File: src/rtl/pi_bus_pkg.sv
// Shared definitions for the Pi request queue: register map, request entry layout
// and control-word bit positions.
package pi_bus_pkg;

    typedef enum logic [2:0] {
        PI_REG_WDATA_LO = 3'd0,
        PI_REG_WDATA_HI = 3'd1,
        PI_REG_ADDR_LO  = 3'd2,
        PI_REG_ADDR_HI  = 3'd3,
        PI_REG_CTRL     = 3'd4,
        PI_REG_RSVD     = 3'd7
    } pi_reg_e;

    typedef struct packed {
        logic [2:0]  fc;
        logic        read;
        logic [1:0]  size;
        logic [23:0] addr;
        logic [31:0] wdata;
    } req_entry_t;

    localparam int CTRL_SET_BIT     = 15;
    localparam int CTRL_OVF_CLR_BIT = 14;

    // Set/clear write: the top bit selects OR-in versus clear-where-set.
    function automatic logic [14:0] ctrl_update(input logic [14:0] cur, input logic [15:0] d);
        if (d[CTRL_SET_BIT]) begin
            return cur | d[14:0];
        end
        return cur & ~d[14:0];
    endfunction

endpackage

File: src/rtl/pi_req_fifo.sv
// First-word-fall-through request FIFO with occupancy count; a push into a full
// FIFO is accepted only when a pop frees a slot in the same cycle.
module pi_req_fifo
    import pi_bus_pkg::*;
#(
    parameter int DEPTH = 4
) (
    input  logic       clk,
    input  logic       rst,
    input  logic       push,
    input  req_entry_t push_data,
    input  logic       pop,
    output req_entry_t head,
    output logic [3:0] count
);

    localparam int         PTR_W   = $clog2(DEPTH);
    localparam logic [3:0] DEPTH_C = 4'(DEPTH);

    req_entry_t       mem_q [DEPTH];
    req_entry_t       mem_d [DEPTH];
    logic [PTR_W-1:0] wr_ptr_q, wr_ptr_d;
    logic [PTR_W-1:0] rd_ptr_q, rd_ptr_d;
    logic [3:0]       count_q, count_d;
    logic             do_push, do_pop;

    always_comb begin
        do_pop   = pop && (count_q != 4'd0);
        do_push  = push && ((count_q != DEPTH_C) || do_pop);
        wr_ptr_d = do_push ? wr_ptr_q + 1'b1 : wr_ptr_q;
        rd_ptr_d = do_pop ? rd_ptr_q + 1'b1 : rd_ptr_q;
        count_d  = count_q + {3'd0, do_push} - {3'd0, do_pop};
        mem_d    = mem_q;
        if (do_push) begin
            mem_d[wr_ptr_q] = push_data;
        end
    end

    always_ff @(posedge clk) begin
        if (rst) begin
            wr_ptr_q <= '0;
            rd_ptr_q <= '0;
            count_q  <= 4'd0;
        end else begin
            wr_ptr_q <= wr_ptr_d;
            rd_ptr_q <= rd_ptr_d;
            count_q  <= count_d;
        end
    end

    // Storage carries no control meaning, so it is left out of reset.
    always_ff @(posedge clk) begin
        mem_q <= mem_d;
    end

    assign head  = mem_q[rd_ptr_q];
    assign count = count_q;

endmodule

File: src/rtl/pi_request_queue.sv
// Pi write-port request queue: synchronises the Pi strobe, stages bus requests and
// feeds them to the bus engine. Optional macro PI_POSTED_WRITE_EN enables posted writes.
module pi_request_queue
    import pi_bus_pkg::*;
#(
    parameter int FIFO_DEPTH  = 4,
    parameter int SYNC_STAGES = 2
) (
    input  logic        sys_clk,
    input  logic        sys_rst,
    input  logic        pi_wr,
    input  logic [2:0]  pi_a,
    input  logic [15:0] pi_data_in,
    output logic        req_valid,
    input  logic        req_ready,
    output logic [23:0] req_addr,
    output logic [1:0]  req_size,
    output logic        req_read,
    output logic [2:0]  req_fc,
    output logic [31:0] req_wdata,
    input  logic        done_valid,
    input  logic [31:0] done_rdata,
    input  logic        done_ok,
    output logic [31:0] rdata,
    output logic [14:0] pi_control,
    output logic        pi_req_active,
    output logic [3:0]  fifo_count,
    output logic        overflow
);

    localparam int         PTR_W   = $clog2(FIFO_DEPTH);
    localparam logic [3:0] DEPTH_C = 4'(FIFO_DEPTH);

    logic [SYNC_STAGES-1:0] sync_q, sync_d;
    logic                   wr_strobe_q, wr_strobe_d;
    logic                   cmd_vld_q, cmd_vld_d;
    logic [2:0]             cmd_a_q, cmd_a_d;
    logic [15:0]            cmd_data_q, cmd_data_d;
    req_entry_t             stage_q, stage_d;
    logic [14:0]            ctrl_q, ctrl_d;
    logic                   ovf_q, ovf_d;
    logic [31:0]            rdata_q, rdata_d;
    logic                   done_ok_q, done_ok_d;
    logic                   first_q, first_d;
    logic [3:0]             out_cnt_q, out_cnt_d;
    logic [PTR_W-1:0]       out_wp_q, out_wp_d;
    logic [PTR_W-1:0]       out_rp_q, out_rp_d;
    logic [FIFO_DEPTH-1:0]  out_rd_q, out_rd_d;

    logic       push, pop, fifo_full, done_en;
    req_entry_t fifo_head;
    logic [3:0] fifo_cnt;

    pi_req_fifo #(
        .DEPTH(FIFO_DEPTH)
    ) u_fifo (
        .clk       (sys_clk),
        .rst       (sys_rst),
        .push      (push),
        .push_data (stage_d),
        .pop       (pop),
        .head      (fifo_head),
        .count     (fifo_cnt)
    );

    // Falling edge of the synchronised strobe, then a one-cycle command capture.
    always_comb begin
        sync_d      = {sync_q[SYNC_STAGES-2:0], pi_wr};
        wr_strobe_d = sync_q[SYNC_STAGES-1] & ~sync_q[SYNC_STAGES-2];
        cmd_vld_d   = wr_strobe_q;
        cmd_a_d     = wr_strobe_q ? pi_a : cmd_a_q;
        cmd_data_d  = wr_strobe_q ? pi_data_in : cmd_data_q;
    end

    assign fifo_full = (fifo_cnt == DEPTH_C);

    always_comb begin
`ifdef PI_POSTED_WRITE_EN
        req_valid = (fifo_cnt != 4'd0) && (out_cnt_q < DEPTH_C) &&
                    (!fifo_head.read || (out_cnt_q == 4'd0));
`else
        req_valid = (fifo_cnt != 4'd0) && (out_cnt_q == 4'd0);
`endif
        pop = req_valid && req_ready;
    end

    always_comb begin
        stage_d = stage_q;
        ctrl_d  = ctrl_q;
        ovf_d   = ovf_q;
        push    = 1'b0;
        if (cmd_vld_q) begin
            case (cmd_a_q)
                PI_REG_WDATA_LO: stage_d.wdata[15:0]  = cmd_data_q;
                PI_REG_WDATA_HI: stage_d.wdata[31:16] = cmd_data_q;
                PI_REG_ADDR_LO:  stage_d.addr[15:0]   = cmd_data_q;
                PI_REG_ADDR_HI: begin
                    stage_d.addr[23:16] = cmd_data_q[7:0];
                    stage_d.size        = cmd_data_q[9:8];
                    stage_d.read        = cmd_data_q[10];
                    stage_d.fc          = cmd_data_q[13:11];
                    push                = 1'b1;
                end
                PI_REG_CTRL: begin
                    ctrl_d = ctrl_update(ctrl_q, cmd_data_q);
                    if (!cmd_data_q[CTRL_SET_BIT] && cmd_data_q[CTRL_OVF_CLR_BIT]) begin
                        ovf_d = 1'b0;
                    end
                end
                default: ;
            endcase
        end
        if (push && fifo_full && !pop) begin
            ovf_d = 1'b1;
        end
    end

    // Outstanding entries remember whether they were reads so completions know
    // whether to capture read data; completions with nothing outstanding are ignored.
    always_comb begin
        done_en   = done_valid && !first_q && (out_cnt_q != 4'd0);
        out_rd_d  = out_rd_q;
        out_wp_d  = out_wp_q;
        out_rp_d  = out_rp_q;
        rdata_d   = rdata_q;
        done_ok_d = done_ok_q;
        first_d   = 1'b0;
        if (pop) begin
            out_rd_d[out_wp_q] = fifo_head.read;
            out_wp_d           = out_wp_q + 1'b1;
        end
        if (done_en) begin
            out_rp_d  = out_rp_q + 1'b1;
            done_ok_d = done_ok;
            if (out_rd_q[out_rp_q]) begin
                rdata_d = done_rdata;
            end
        end
        out_cnt_d = out_cnt_q + {3'd0, pop} - {3'd0, done_en};
    end

    always_ff @(posedge sys_clk) begin
        if (sys_rst) begin
            sync_q      <= '1;
            wr_strobe_q <= 1'b0;
            cmd_vld_q   <= 1'b0;
            stage_q     <= '0;
            ctrl_q      <= '0;
            ovf_q       <= 1'b0;
            rdata_q     <= '0;
            done_ok_q   <= 1'b0;
            first_q     <= 1'b1;
            out_cnt_q   <= 4'd0;
            out_wp_q    <= '0;
            out_rp_q    <= '0;
            out_rd_q    <= '0;
        end else begin
            sync_q      <= sync_d;
            wr_strobe_q <= wr_strobe_d;
            cmd_vld_q   <= cmd_vld_d;
            stage_q     <= stage_d;
            ctrl_q      <= ctrl_d;
            ovf_q       <= ovf_d;
            rdata_q     <= rdata_d;
            done_ok_q   <= done_ok_d;
            first_q     <= first_d;
            out_cnt_q   <= out_cnt_d;
            out_wp_q    <= out_wp_d;
            out_rp_q    <= out_rp_d;
            out_rd_q    <= out_rd_d;
        end
    end

    always_ff @(posedge sys_clk) begin
        cmd_a_q    <= cmd_a_d;
        cmd_data_q <= cmd_data_d;
    end

    assign req_addr      = fifo_head.addr;
    assign req_size      = fifo_head.size;
    assign req_read      = fifo_head.read;
    assign req_fc        = fifo_head.fc;
    assign req_wdata     = fifo_head.wdata;
    assign rdata         = rdata_q;
    assign pi_control    = ctrl_q;
    assign overflow      = ovf_q;
    assign fifo_count    = fifo_cnt;
    assign pi_req_active = (fifo_cnt != 4'd0) || (out_cnt_q != 4'd0);

endmodule
File: config.mk
export PLATFORM = sky130hd
export DESIGN_NAME = pi_request_queue
export DESIGN_NICKNAME = d
export VERILOG_FILES = /design/src/rtl/pi_bus_pkg.sv /design/src/rtl/pi_req_fifo.sv /design/src/rtl/pi_request_queue.sv
export SDC_FILE = /design/constraint.sdc
export NUM_CORES = 1
export LEC_CHECK = 0
export CAP_MARGIN = 40
export CORE_UTILIZATION = 60
export DETAILED_ROUTE_END_ITERATION = 12
export DONT_BUFFER_PORTS = 1
export GPL_TIMING_DRIVEN = 0
export PLACE_DENSITY = 0.76
export SYNTH_ARGS = -nofsm -noshare
export SYNTH_HDL_FRONTEND = slang
export SYNTH_HIERARCHICAL = 1
export SYNTH_SLANG_ARGS = --single-unit
File: constraint.sdc
create_clock -name sys_clk -period 8.3 [get_ports sys_clk]
set_input_delay 0.83 -clock sys_clk [delete_from_list [all_inputs] [get_ports sys_clk]]
set_output_delay 0.83 -clock sys_clk [all_outputs]
set_load 0.01 [all_outputs]
---- Word level (Yosys, flattened, before mapping) ----
Index checks and enable logic that the tools add are counted.
Widths: inputs -> output; s select.
storage, ports and cells
  bits of input ports ..................... 57
  output and inout bits ................... 116
  register bits ........................... 402
operators by class
  equal/unequal tests ..................... 6
  multiplexer cells ....................... 28
  add/subtract/negate cells ............... 8
  reduce and logical (&&, ||, !) cells .... 26
  magnitude comparators ................... 6
  bitwise operators ....................... 7
operator list
  operator             number
  $bwmux 248           1
  $mux 62              4
  $bmux 62 s2          1
  $demux 62 s2         1
  $mux 16              3
  $mux 15              2
  $and 15x15->15       1
  $not 15->15          1
  $or 15x15->15        1
  $mux 14              1
  $mux 1               12
  $logic_and 1x1->1    11
  $add 2x1->2 const B  4
  $add 4x1->4          2
  $reduce_bool 4->1    2
  $sub 4x1->4          2
  $eq 3x2->1 const B   2
  $ge 3x3->1 const B   2
  $lt 2x3->1 const B   2
  $not 2->3            2
  $reduce_bool 2->1    3
  $bwmux 4             1
  $eq 4x3->1 const B   1
  $logic_not 4->1      1
  other kinds (14)     18

---- Depth between registers and ports, before layout ----
Gate-level depths: netlist of run 1.
  word-level depth ........................ 8
  depth in mapped cells ................... 15

---- Modules after synthesis ----
The synthesis of run 1 kept the hierarchy.
by module, submodules not included
  module            instances  cells each  area each (µm²)  sequential area each (µm²)
  pi_req_fifo       1          392         9549.2           7607.3
  pi_request_queue  1          535         5614.1           3113.0

---- Worst setup path after synthesis of run 1 ----
OpenSTA, ideal clock, no wires.
  path type ............................... input -> register
  start point ............................. input req_ready
  end point ............................... register u_fifo/mem_q[0] (netlist name) (enable)
  setup time .............................. 0.426 ns
  slack ................................... 4.179 ns
  required time ........................... 7.874 ns
  path buffers ............................ 0
  stages .................................. 6
  data arrival time ....................... 3.695 ns
  path through ............................ nor4bb_1 -> nand2_1 -> inv_1 -> nand2b_1 -> a21boi_0 -> and2_1
between the ends
  cells in the longest elaborated chain, start to end .. 4
ends and longest elaborated chain
  what                  line                    text
  from (decl)           pi_request_queue.sv:15  input logic req_ready,
  $logic_and 1x1->1     pi_request_queue.sv:84  pop = req_valid && req_ready;
  via pop               pi_request_queue.sv:50  logic push, pop, fifo_full, done_en;
  $logic_and 1x1->1     pi_req_fifo.sv:28       do_pop = pop && (count_q != 4'd0);
  $logic_or 1x1->1      pi_req_fifo.sv:29       do_push = push && ((count_q != DEPTH_C) || do_pop);
  $logic_and 1x1->1     pi_req_fifo.sv:29
  to (signal assigned)  pi_req_fifo.sv:53       mem_q <= mem_d;
  to (decl)             pi_req_fifo.sv:20       req_entry_t mem_q [DEPTH];
The timed path passes the listed nets, and every way through them passes these cells.
A chain may end at the register's enable or synchronous reset.

---- Worst setup path after layout of run 1 ----
  start point ............................. register out_cnt_q[2]
  end point ............................... register u_fifo.count_q[2] (netlist: u_fifo/count[2])
between the ends
  cells in the longest elaborated chain, start to end .. 8
ends and longest elaborated chain
  what                    line                     text
  from (decl)             pi_request_queue.sv:45   logic [3:0] out_cnt_q, out_cnt_d;
  from (signal assigned)  pi_request_queue.sv:167  out_cnt_q <= out_cnt_d;
  $logic_not 4->1 (*)     pi_request_queue.sv:82   req_valid = (fifo_cnt != 4'd0) && (out_cnt_q == 4'd0);
  $logic_and 1x1->1 (*)   pi_request_queue.sv:82
  $logic_and 1x1->1 (*)   pi_request_queue.sv:84
  via pop                 pi_request_queue.sv:50
  $logic_and 1x1->1 (*)   pi_req_fifo.sv:28
  $logic_or 1x1->1        pi_req_fifo.sv:29
  $logic_and 1x1->1       pi_req_fifo.sv:29
  $add 4x1->4             pi_req_fifo.sv:32        count_d = count_q + {3'd0, do_push} - {3'd0, do_pop};
  $sub 4x1->4 (*)         pi_req_fifo.sv:32
  to (signal assigned)    pi_req_fifo.sv:47        count_q <= count_d;
  to (decl)               pi_req_fifo.sv:24        logic [3:0] count_q, count_d;
The timed path passes the listed nets; every way through them passes the cells marked *.

==> results of run 1 <==
==> power by group through the flow <==
| stage | clock (mW) | sequential [mW] | combinational (mW) |
|---|---|---|---|
| final | 1.66 | 2.14 | 0.0900 |
| after global routing | 1.77 | 2.14 | 0.104 |
| after CTS | 1.69 | 2.14 | 0.0909 |
| after detailed placement | 0 | 2.18 | 0.0905 |
| after global placement | 0 | 2.18 | 0.0873 |
| after floorplan | 0 | 2.18 | 0.0710 |
==> area by class of cell <==
cell class / count / area, um^2 / area share
inverter: 20 / 75.07 / 0.004438
tap: 324 / 405.4 / 0.02396
timing repair buffer: 4 / 110.1 / 0.006509
antenna: 3 / 7.507 / 0.0004438
multi-input combinational: 458 / 4119 / 0.2435
clock inverter: 9 / 50.05 / 0.002959
sequential: 402 / 10720 / 0.6337
buffer: 47 / 259.0 / 0.01531
clock buffer: 63 / 1170 / 0.06916
==> state kept, by name, summed over array words and instances (netlist names), named ones only <==
register	flops
stage_q	62
cmd_vld_q	1
rdata	32
out_cnt_q	4
out_rd_q	4
out_rp_q	2
cmd_vld_d	1
cmd_a_q	3
overflow	1
out_wp_q	2
cmd_data_q	16
u_fifo/wr_ptr_q	2
first_q	1
u_fifo/count	4
u_fifo/rd_ptr_q	2
sync_q	2
u_fifo/mem_q	248
==> metal layers <==
metal,vias up,track usage,wire [um]
li1,3524,-,-
met1,3918,0.3216,12600
met2,288,0.3956,14930
met3,49,0.07833,2797
met4,2,0.06690,561
met5,-,0,13
==> cells in the final DEF (no fill, tap or decap), types with 17 or more instances in the layout <==
| cell type | count |
|---|---|
| a21oi_1 | 52 |
| nor2_1 | 17 |
| nand2_1 | 100 |
| ha_1 | 19 |
| and2b_1 | 18 |
| nand3_1 | 23 |
| buf_2 | 17 |
| mux2_2 | 62 |
| mux4_2 | 63 |
| edfxtp_1 | 267 |
| clkbuf_1 | 33 |
| clkbuf_16 | 41 |
| inv_1 | 20 |
| dfxtp_1 | 135 |
| nor2b_1 | 52 |
==> metrics by stage <==
step,area [um^2],cells
finish,16920,1330
global route,16910,1329
detailed placement,15690,1255
floorplan,15160,927
global placement,15570,1251
CTS,16910,1327
==> cells by family after synthesis <==
family,after synthesis,synth area share
AO/OA/AOI/OAI,57,0.01956
AND/OR/NAND/NOR,243,0.08590
flip-flops,402,0.7070
adder cells (fa/ha/maj),21,0.01832
multiplexers,131,0.1437
buffers and inverters,67,0.02203
XOR/XNOR,6,0.003466
==> worst min path at each step <==
stage	startpoint	to	slack [ps]	depth (start not counted)
after floorplan	sync_q[1]	cmd_vld_d	390	2
after global placement	sync_q[1]	cmd_vld_d	410	2
after detailed placement	sync_q[1]	cmd_vld_d	410	2
after CTS	sys_rst	first_q	330	0
after global routing	sys_rst	first_q	330	0
final	sys_rst	first_q	350	0
==> worst reg2reg max path: cells and delay by family (launching register included) <==
family | cells | cell delay (ps)
buffers and inverters | 5 | 490
DFF | 1 | 290
xor gates and xnor gates | 1 | 160
adders and majority gates | 4 | 1010
and+or+nand+nor | 4 | 1300
AOI/OAI and AO/OA | 1 | 590
==> cells in the mapped netlist, types with 2 or more instances <==
library cell  number  area share
and2b_1           18      0.0089
and2_1             5      0.0021
or2_2              3      0.0012
xor2_1             3      0.0017
buf_4              4      0.0020
inv_1             20      0.0050
xnor2_1            3      0.0017
nor4b_1            2      0.0012
a21oi_1           52       0.017
nor3_1             4      0.0013
ha_1              19       0.016
nor2b_1           52       0.021
and4b_1            2      0.0013
dfxtp_1          135        0.18
mux2_1             2      0.0015
nand3_1           23      0.0076
nor3b_4            2      0.0025
mux2i_1            4      0.0026
buf_2             17      0.0056
mux2_2            62       0.046
edfxtp_1         267        0.53
mux4_2            63       0.094
clkbuf_1          18      0.0045
nand2_1          100       0.025
fa_1               2      0.0026
buf_6              6      0.0045
nand2b_1           2     0.00083
nor2_1            17      0.0042
a21boi_0           2     0.00099
or4_1              3      0.0015
==> results.md, run 1 <==
* Hold WC Path Type: input pin to register
* Routed WL at 30.90 mm
* Mapped Area at roughly 15000 um^2
* H-tree levels at 2
* CTS Buf Count at 40
* Horiz. Die Dim at about 160 um
* Layout Nets at 1051
* Number of global-route vias before repair at 7802
* Clock Skew at 14.47 ps
* Hold Fails Final Rpt at 0
* Worst path most repeated cell: inv_1
* Post-synthesis sequential area ratio at 0.7070
* Switching portion of total power at 0.1958
* Commonest register cell after synthesis: edfxtp_1
* End of the critical path: u_fifo/count[2]
* R2R cell count at 15
* Avg WL per Cell at 23.23 um
* WP data required at 8700 ps
* Top delay family on crit path: simple AND/OR/NAND/NOR gates
* CTS tree: built
* Crit end category: register
* Synth Instances at 927
* Reg-to-reg critical path endpoint: u_fifo/count[2]
* # rows at 57
* Die area at around 26000 um^2
* DRC viols at 0
* Place WS at 4074 ps
* CTS resizes at 0
* Gr usage total at 0.2446
* Crit path time final at 3958 ps
* Sequential share of power at 0.550
* Root Driver: clkbuf_16
* Max_slew headroom at 0.3656
* RSZ-0062 raised after global routing: no
* Clock buffer depth at 3
* WS Path Type: register to register
* Synthesized flop and latch total at between 400 and 500
* Die Height at 161.0 um
* R2R setup slack at 4340 ps
* First-pass GRT wire length at between 40 and 50 mm
* Initial DRT Pass Iterations at 5
* Via count at 7781
* Initial antenna violation count at 5
* Layout Utilization at 0.6895
* Leak at ~6.1 nW
* Overflow left after global routing at 0
* Filler Cell Count at 1634
* Max Cap Viol at 0
* Final ANT Viol Nets at 0
* Via density at 5.850
* Worst hold slack at 346.7 ps
* # hold bufs at CTS at 0
* # port buffers at 0
* Tot Pwr at 3.894 mW
* Crit-path cells: inv_1, ha_1, nor4bb_1, nand2_1, inv_1, nand2b_1, a21boi_0, inv_1, ha_1, inv_1, ha_1, inv_1, fa_1, xor2_1, nor2_1
* Int Pwr at 3.132 mW
* VDD IR max at ~0.30 mV
* CTS Sinks at 402
* Setup tns final at 0 ps
* Net Count, Synth at 1005
* CORE AREA at around 25000 um^2
* Starting DRT DRC Count at 657
* NetSw at 0.7622 mW
* Largest net degree at the start of global routing at between 40 and 50
* Ys async rst share at 0
* EDFF count, synth at 267
* Crit path from: out_cnt_q[2]
* Setup bufs post-CTS at 0
* Max Slew Vio Count at 0
* Crit path buf inv count at 5
* Worst-Skew Late Latency at 520 ps
* Crit path DAT at about 4400 ps
* Crit-path max cell delay at 750 ps
* DP HPWL at 19.64 mm
* Fmax at 252.6 MHz
* Final GP Congestion at 0.7985
* Fin crit share at 0.4769
* Clock slew at reported path FFs at about 60 ps
* Combinational power share at 0.023
* Total power per unit cell area at 230.2 nW/um^2
* Status: completed
* Area grow syn2layout at 11.56%
* Yosys Warn Count at 6
* Layout cells sized above 1 at 0.2283
* Final worst setup slack at 4342 ps
* Crit-path slowest cell: nor4bb_1
* CP Max Fanout at 6
* Initial Util at 0.6181
* Clock Power Share at 0.427
* Slew @ Worst Pin at between 900 and 1000 ps
* Post-synth cell types at 45
* I/O pin count at 173
* R2R Path Start: out_cnt_q[2]
* Syn Area/Cell at 16.36 um^2
* Final setup vio count at 0
* Critical path startpoint category: register
* CP Depth at 15
No activity file was read; power rests on OpenSTA's default activity.
==> run 2, diff against run 1 <==
Clock period 8.3 ns to 3.7 ns, I/O delays scaled along.
==> run 2 against run 1 <==
Effect of this change:
- global-route usage grew 1.2 points
- final area grew 3.6%
- critical path depth unchanged
- largest power group unchanged
- flip-flop and latch count is the same
- routed wire length rose by 4.5%
- worst setup slack got worse by 4000 ps
- combinational power grew to 2.8 times the previous value
- worst hold slack got worse by 130 ps
- core utilization rose by 2.5 points
- maximum frequency grew 17%
- sequential share of layout area shrank 2.2 points
- die area is the same
==> results.md, run 2 (synthesis gave the netlist of run 1 again) <==
* Via count at 8095 (+4.0%)
* # port buffers at 0 (unchanged)
* Horiz. Die Dim at 161.0 um (unchanged)
* Filler Cell Count at 1544 (-5.5%)
* Overflow left after global routing at 0 (unchanged)
* Fin crit share at 0.9106 (+0.4337)
* Clock slew at reported path FFs at 60 ps (about the same)
* Clock Skew at 17.01 ps (+2.533 ps)
* Switching portion of total power at 0.1994 (+0.003684)
* Avg WL per Cell at 23.34 um (+0.49%)
* Int Pwr at 7.177 mW (+130%)
* Final GP Congestion at 0.8163 (+2.2%)
* NetSw at 1.788 mW (+130%)
* Final ANT Viol Nets at 0 (unchanged)
* Place WS at -106.1 ps (-4180 ps)
* Starting DRT DRC Count at 714 (+8.7%)
* VDD IR max at 0.6323 mV (+110%)
* Crit path DAT at 3790 ps (-560 ps)
* Leak at 6.322 nW (+4.4%)
* Crit path time final at 3369 ps (-589.2 ps)
* Sequential share of power at 0.536 (-0.014)
* Finished Cell Area at 17520 um^2 (+3.6%)
* CTS Buf Count at 40 (unchanged)
* Critical path startpoint category: register
* Hold WC Path Type: input pin to register
* Largest net degree at the start of global routing at 53 (+13%)
* Most frequent cells in the layout: edfxtp_1, dfxtp_1, nand2_1
* Layout Utilization at 0.7142 (+0.02468)
* Die area at 25910 um^2 (unchanged)
* DRC viols at 0 (unchanged)
* Routed WL at 32.29 mm (+4.5%)
* Area grow syn2layout at 15.55%
* Post-DP Area at 15690 um^2 (unchanged)
* Layout cells sized above 1 at 0.2191 (-0.009240)
* Slew @ Worst Pin at 701.9 ps (-236.9 ps)
* CORE AREA at 24530 um^2 (unchanged)
* CTS tree: built
* Largest Register: u_fifo/mem_q
* ANT cells at 0 (-3)
* Number of global-route vias before repair at 8396 (+7.6%)
* Crit end category: register
* CP Max Fanout at 6 (unchanged)
* WP data required at 4120 ps (-4580 ps)
* Max Cap Viol at 0 (unchanged)
* I/O pin count at 173 (unchanged)
* Initial Util at 0.6181 (unchanged)
* Commonest non-fill, non-tap cell in the layout: edfxtp_1
* Gr usage total at 0.2571 (+0.01245)
* WS Path Type: register to register
* Max_slew headroom at 0.5321 (+0.1665)
* Layout Nets at 1105 (+5.1%)
* Fmax at 296.8 MHz (+17%)
* Setup bufs post-CTS at 0 (unchanged)
* DP HPWL at 19.70 mm (+0.34%)
* Clock Power Share at 0.436 (+0.009)
* Initial DRT Pass Iterations at 5 (unchanged)
* Total power per unit cell area at 511.6 nW/um^2 (+120%)
* # rows at 57 (unchanged)
* RSZ-0062 raised after global routing: no
* Worst-Skew Late Latency at 530 ps (about the same)
* Final setup vio count at 0 (unchanged)
* Max reg flops at 248 (unchanged)
* Final worst setup slack at 330.9 ps (-4011 ps)
* First-pass GRT wire length at 49.32 mm (+5.9%)
* Via density at 5.853 (about the same)
* CTS Sinks at 402 (unchanged)
* Hold Fails Final Rpt at 0 (unchanged)
* Clock buffer depth at 3 (unchanged)
* Max Slew Vio Count at 0 (unchanged)
* Status: completed
* H-tree levels at 2 (unchanged)
* Initial antenna violation count at 0 (-5)
* Combinational power share at 0.029 (+0.006)
* Root Driver: clkbuf_16
* Die Height at 161.0 um (unchanged)
==> run 2: cell count changes in the layout (fill, tap and decap cells not counted), sizes merged <==
cell / delta
inv: +1
dlygate4sd3: +53
diode: -3
buf: +1
clkinvlp: -1
bufinv: +2
clkbuf: -9
clkinv: +9
==> run 2: power by group through the flow <==
stage | registers (mW) | logic [mW] | clock network (mW)
after floorplan | 4.88 | 0.159 | 0
after global placement | 4.90 | 0.194 | 0
after detailed placement | 4.90 | 0.200 | 0
after CTS | 4.81 | 0.250 | 3.95
after global routing | 4.80 | 0.290 | 4.14
final | 4.80 | 0.256 | 3.90
==> run 2: layout make-up <==
cell class              count  area (um^2)  share of cell area
plain buffers              47        259.0             0.01478
clock buffers              54         1126             0.06427
clock inverters            20        155.1            0.008855
inverters                  20        75.07            0.004284
multi-input cells         458         4125              0.2354
flip-flops and latches    402        10720              0.6118
well taps                 324        405.4             0.02314
repair buffers             58        655.6             0.03742
==> run 2: metal layers <==
layer  up-vias  global-route usage  share of wire
li1       3638                   -              -
met1      4075              0.3458           0.40
met2       317              0.4161           0.49
met3        65             0.06471          0.088
met4         0             0.08062          0.025
met5         -                   0              0
==> run 2: repair_timing <==
| action | 4_1_cts | 5_1_grt |
|---|---|---|
| hold buffers | 53 | 0 |
| resized for setup | 1 | 1 |
| setup endpoints to repair | 2 | 2 |
| endpoints found under the hold margin | 53 | 0 |
==> run 2: critical path, stage by stage (launching register included) <==
cell and delay (ps):
dfxtp_1 290, inv_1 70, ha_1 170, nor4bb_2 480
nand2_1 300, inv_1 150, nand2b_1 130, a21boi_1 400
inv_1 90, ha_1 310, inv_1 60, ha_1 160
inv_1 60, fa_1 380, xor2_1 150, nor2_1 50
==> run 2: through the flow <==
stage / hold WS (ps) / total power, mW / setup TNS, ps / std cells
final: 217.8 / 8.965 / 0 / 1383
after global routing: 231.4 / 9.239 / 0 / 1383
after floorplan: 392.4 / 5.043 / 0 / 927
after CTS: 207.4 / 9.003 / 0 / 1382
after global placement: 397.9 / 5.095 / -128850 / 1251
after detailed placement: 397.9 / 5.102 / -178.1 / 1255
==> run 2: final timing paths <==
kind	start	cells after the start	slack [ps]	end
max	out_cnt_q[2]	15	330	u_fifo/count[2]
min	req_ready	3	220	out_wp_q[1]
max reg2reg	out_cnt_q[2]	15	330	u_fifo/count[2]
min reg2reg	sync_q[1]	2	410	cmd_vld_d
==> edit, RTL diff (flow settings as in run 2) <==
Build with the macro `PI_POSTED_WRITE_EN` defined.
--- a/src/rtl/pi_request_queue.sv
+++ b/src/rtl/pi_request_queue.sv
@@ -2,2 +2,4 @@
 // feeds them to the bus engine. Optional macro PI_POSTED_WRITE_EN enables posted writes.
+`define PI_POSTED_WRITE_EN
+
 module pi_request_queue
Function: same outputs for any inputs over 4 cycles, from zero or initial values and one cycle with sys_rst high; that may be too few to reach the edited logic, so the function may still have changed.
==> edit against run 2 <==
Area after synthesis increased by 1.2%. Via count is 0.31% lower. Final cell count grew 0.80%. Sequential share of layout area is 0.82 points lower. Total power fell by 0.47%. Sequential power is essentially flat. Critical endpoint unchanged. Synthesized cell count grew 0.22%. Setup slack worse by 0.17 ns. Routed wire length is 0.57% lower. Die area is 1.2% higher. Clock power shrank 1%. Sequential cell count unchanged. Design area rose by 1.4%.
==> edit: results (changes against run 2) <==
Detail Route met3 WL=2510 um (was 2840 um); P_leak=0.00583 uW (was 0.00632 uW); Slowest-stage cell, CP=mux4_2 (was nor4bb_2); first-pass GRT wire length=48,500 um (was 49,300 um); vias in the first global route=8,415 (was 8,396); net count after synthesis=1,007 (was 1,005); Post-CTS Setup Inserts=1 (was 0); combinational logic power=273 uW (was 256 uW); fillers=1,630 (was 1,544); DRT met1 WL=12,500 um (was 12,800 um); skew final=0.0131 ns (was 0.0170 ns); top cells by area, synth=edfxtp_1, dfxtp_1, mux4_2 (unchanged); largest net degree at the start of global routing=54 (was 53); antenna violations before repair=2 (was 0); met2 GRT Util=42.2% (was 41.6%); most common library cells after synthesis=edfxtp_1, dfxtp_1, nand2_1, mux4_2, nor2b_1 (was edfxtp_1, dfxtp_1, nand2_1, mux4_2, mux2_2); gpl congestion=0.820 (was 0.816); Hold Crit Depth=2 (was 3); crit path DAT=3.93 ns (was 3.79 ns); share of the synthesized area in the top cell type=52.3% (was 52.9%); final wirelength=32,100 um (was 32,300 um); fin nets=1,111 (was 1,105); status=completed (unchanged); Iteration-0 DRC Markers=577 (was 714); VDD IR max=0.409 mV (was 0.632 mV); Seq/Total Area, Yosys=69.9% (was 70.7%); crit path max fanout=12 (was 6); grt met1 use=32.3% (was 34.6%); Vias/cell=5.79 (was 5.85); depth of the most critical reg-to-reg path=16 (was 15); M3 GR Usage=5.64% (was 6.47%); share of cells above drive strength 1=23.0% (was 21.9%); pre-CTS WS=-0.381 ns (was -0.106 ns); Clock net power=3850 uW (was 3900 uW); HPWL after detailed placement=19,900 um (was 19,700 um); Psw=1760 uW (was 1790 uW); Critical Path Max Stage Delay=0.64 ns (was 0.48 ns)
[edit: changes by cell type in the layout (fill, tap and decap cells not counted), moves of 6 or more]
cell     delta
and2b_1     -8
buf_12      +6
buf_2       -9
mux2_2     -15
mux2_4     +16
[edit: metrics by stage]
step	cell area (um^2)	instances	power [uW]
global placement	15800	1259	5110
CTS	17700	1390	8960
detailed placement	15900	1264	5110
global route	17800	1394	9180
floorplan	15300	929	5050
finish	17800	1394	8920
[edit: worst reg2reg max path, delay by kind of cell (launching register included)]
kind	cells	cell delay [ns]
adders and majority gates	3	0.84
AOI/OAI and AO/OA	2	0.41
xor gates and xnor gates	1	0.15
DFF	1	0.38
and+or+nand+nor	3	0.37
buffers and inverters	6	0.63
muxes	1	0.64
[edit: final timing paths]
kind                       from                 end  slack, ns
min reg2reg           sync_q[1]           cmd_vld_d       0.42
max          u_fifo/rd_ptr_q[0]     u_fifo/count[2]       0.17
max reg2reg  u_fifo/rd_ptr_q[0]     u_fifo/count[2]       0.17
min                     sys_rst  u_fifo/rd_ptr_q[0]       0.12
[edit: cell families after synthesis]
| group | count (synthesis) | share of synthesized area [%] |
|---|---|---|
| AO/OA/AOI/OAI | 65 | 2.39 |
| adder cells (fa/ha/maj) | 21 | 1.81 |
| multiplexers | 130 | 14.5 |
| XOR/XNOR | 6 | 0.343 |
| AND/OR/NAND/NOR | 236 | 8.20 |
| buffers and inverters | 69 | 2.85 |
| flip-flops | 402 | 69.9 |
[edit: layout make-up]
type                       instances  area share [%]
sequential                       402            60.4
multi-input combinational        458            23.8
clock buffer                      53            6.26
timing repair buffer              62            3.86
tap                              330            2.32
buffer                            48            2.13
clock inverter                    19           0.845
inverter                          21           0.444
antenna                            1          0.0141
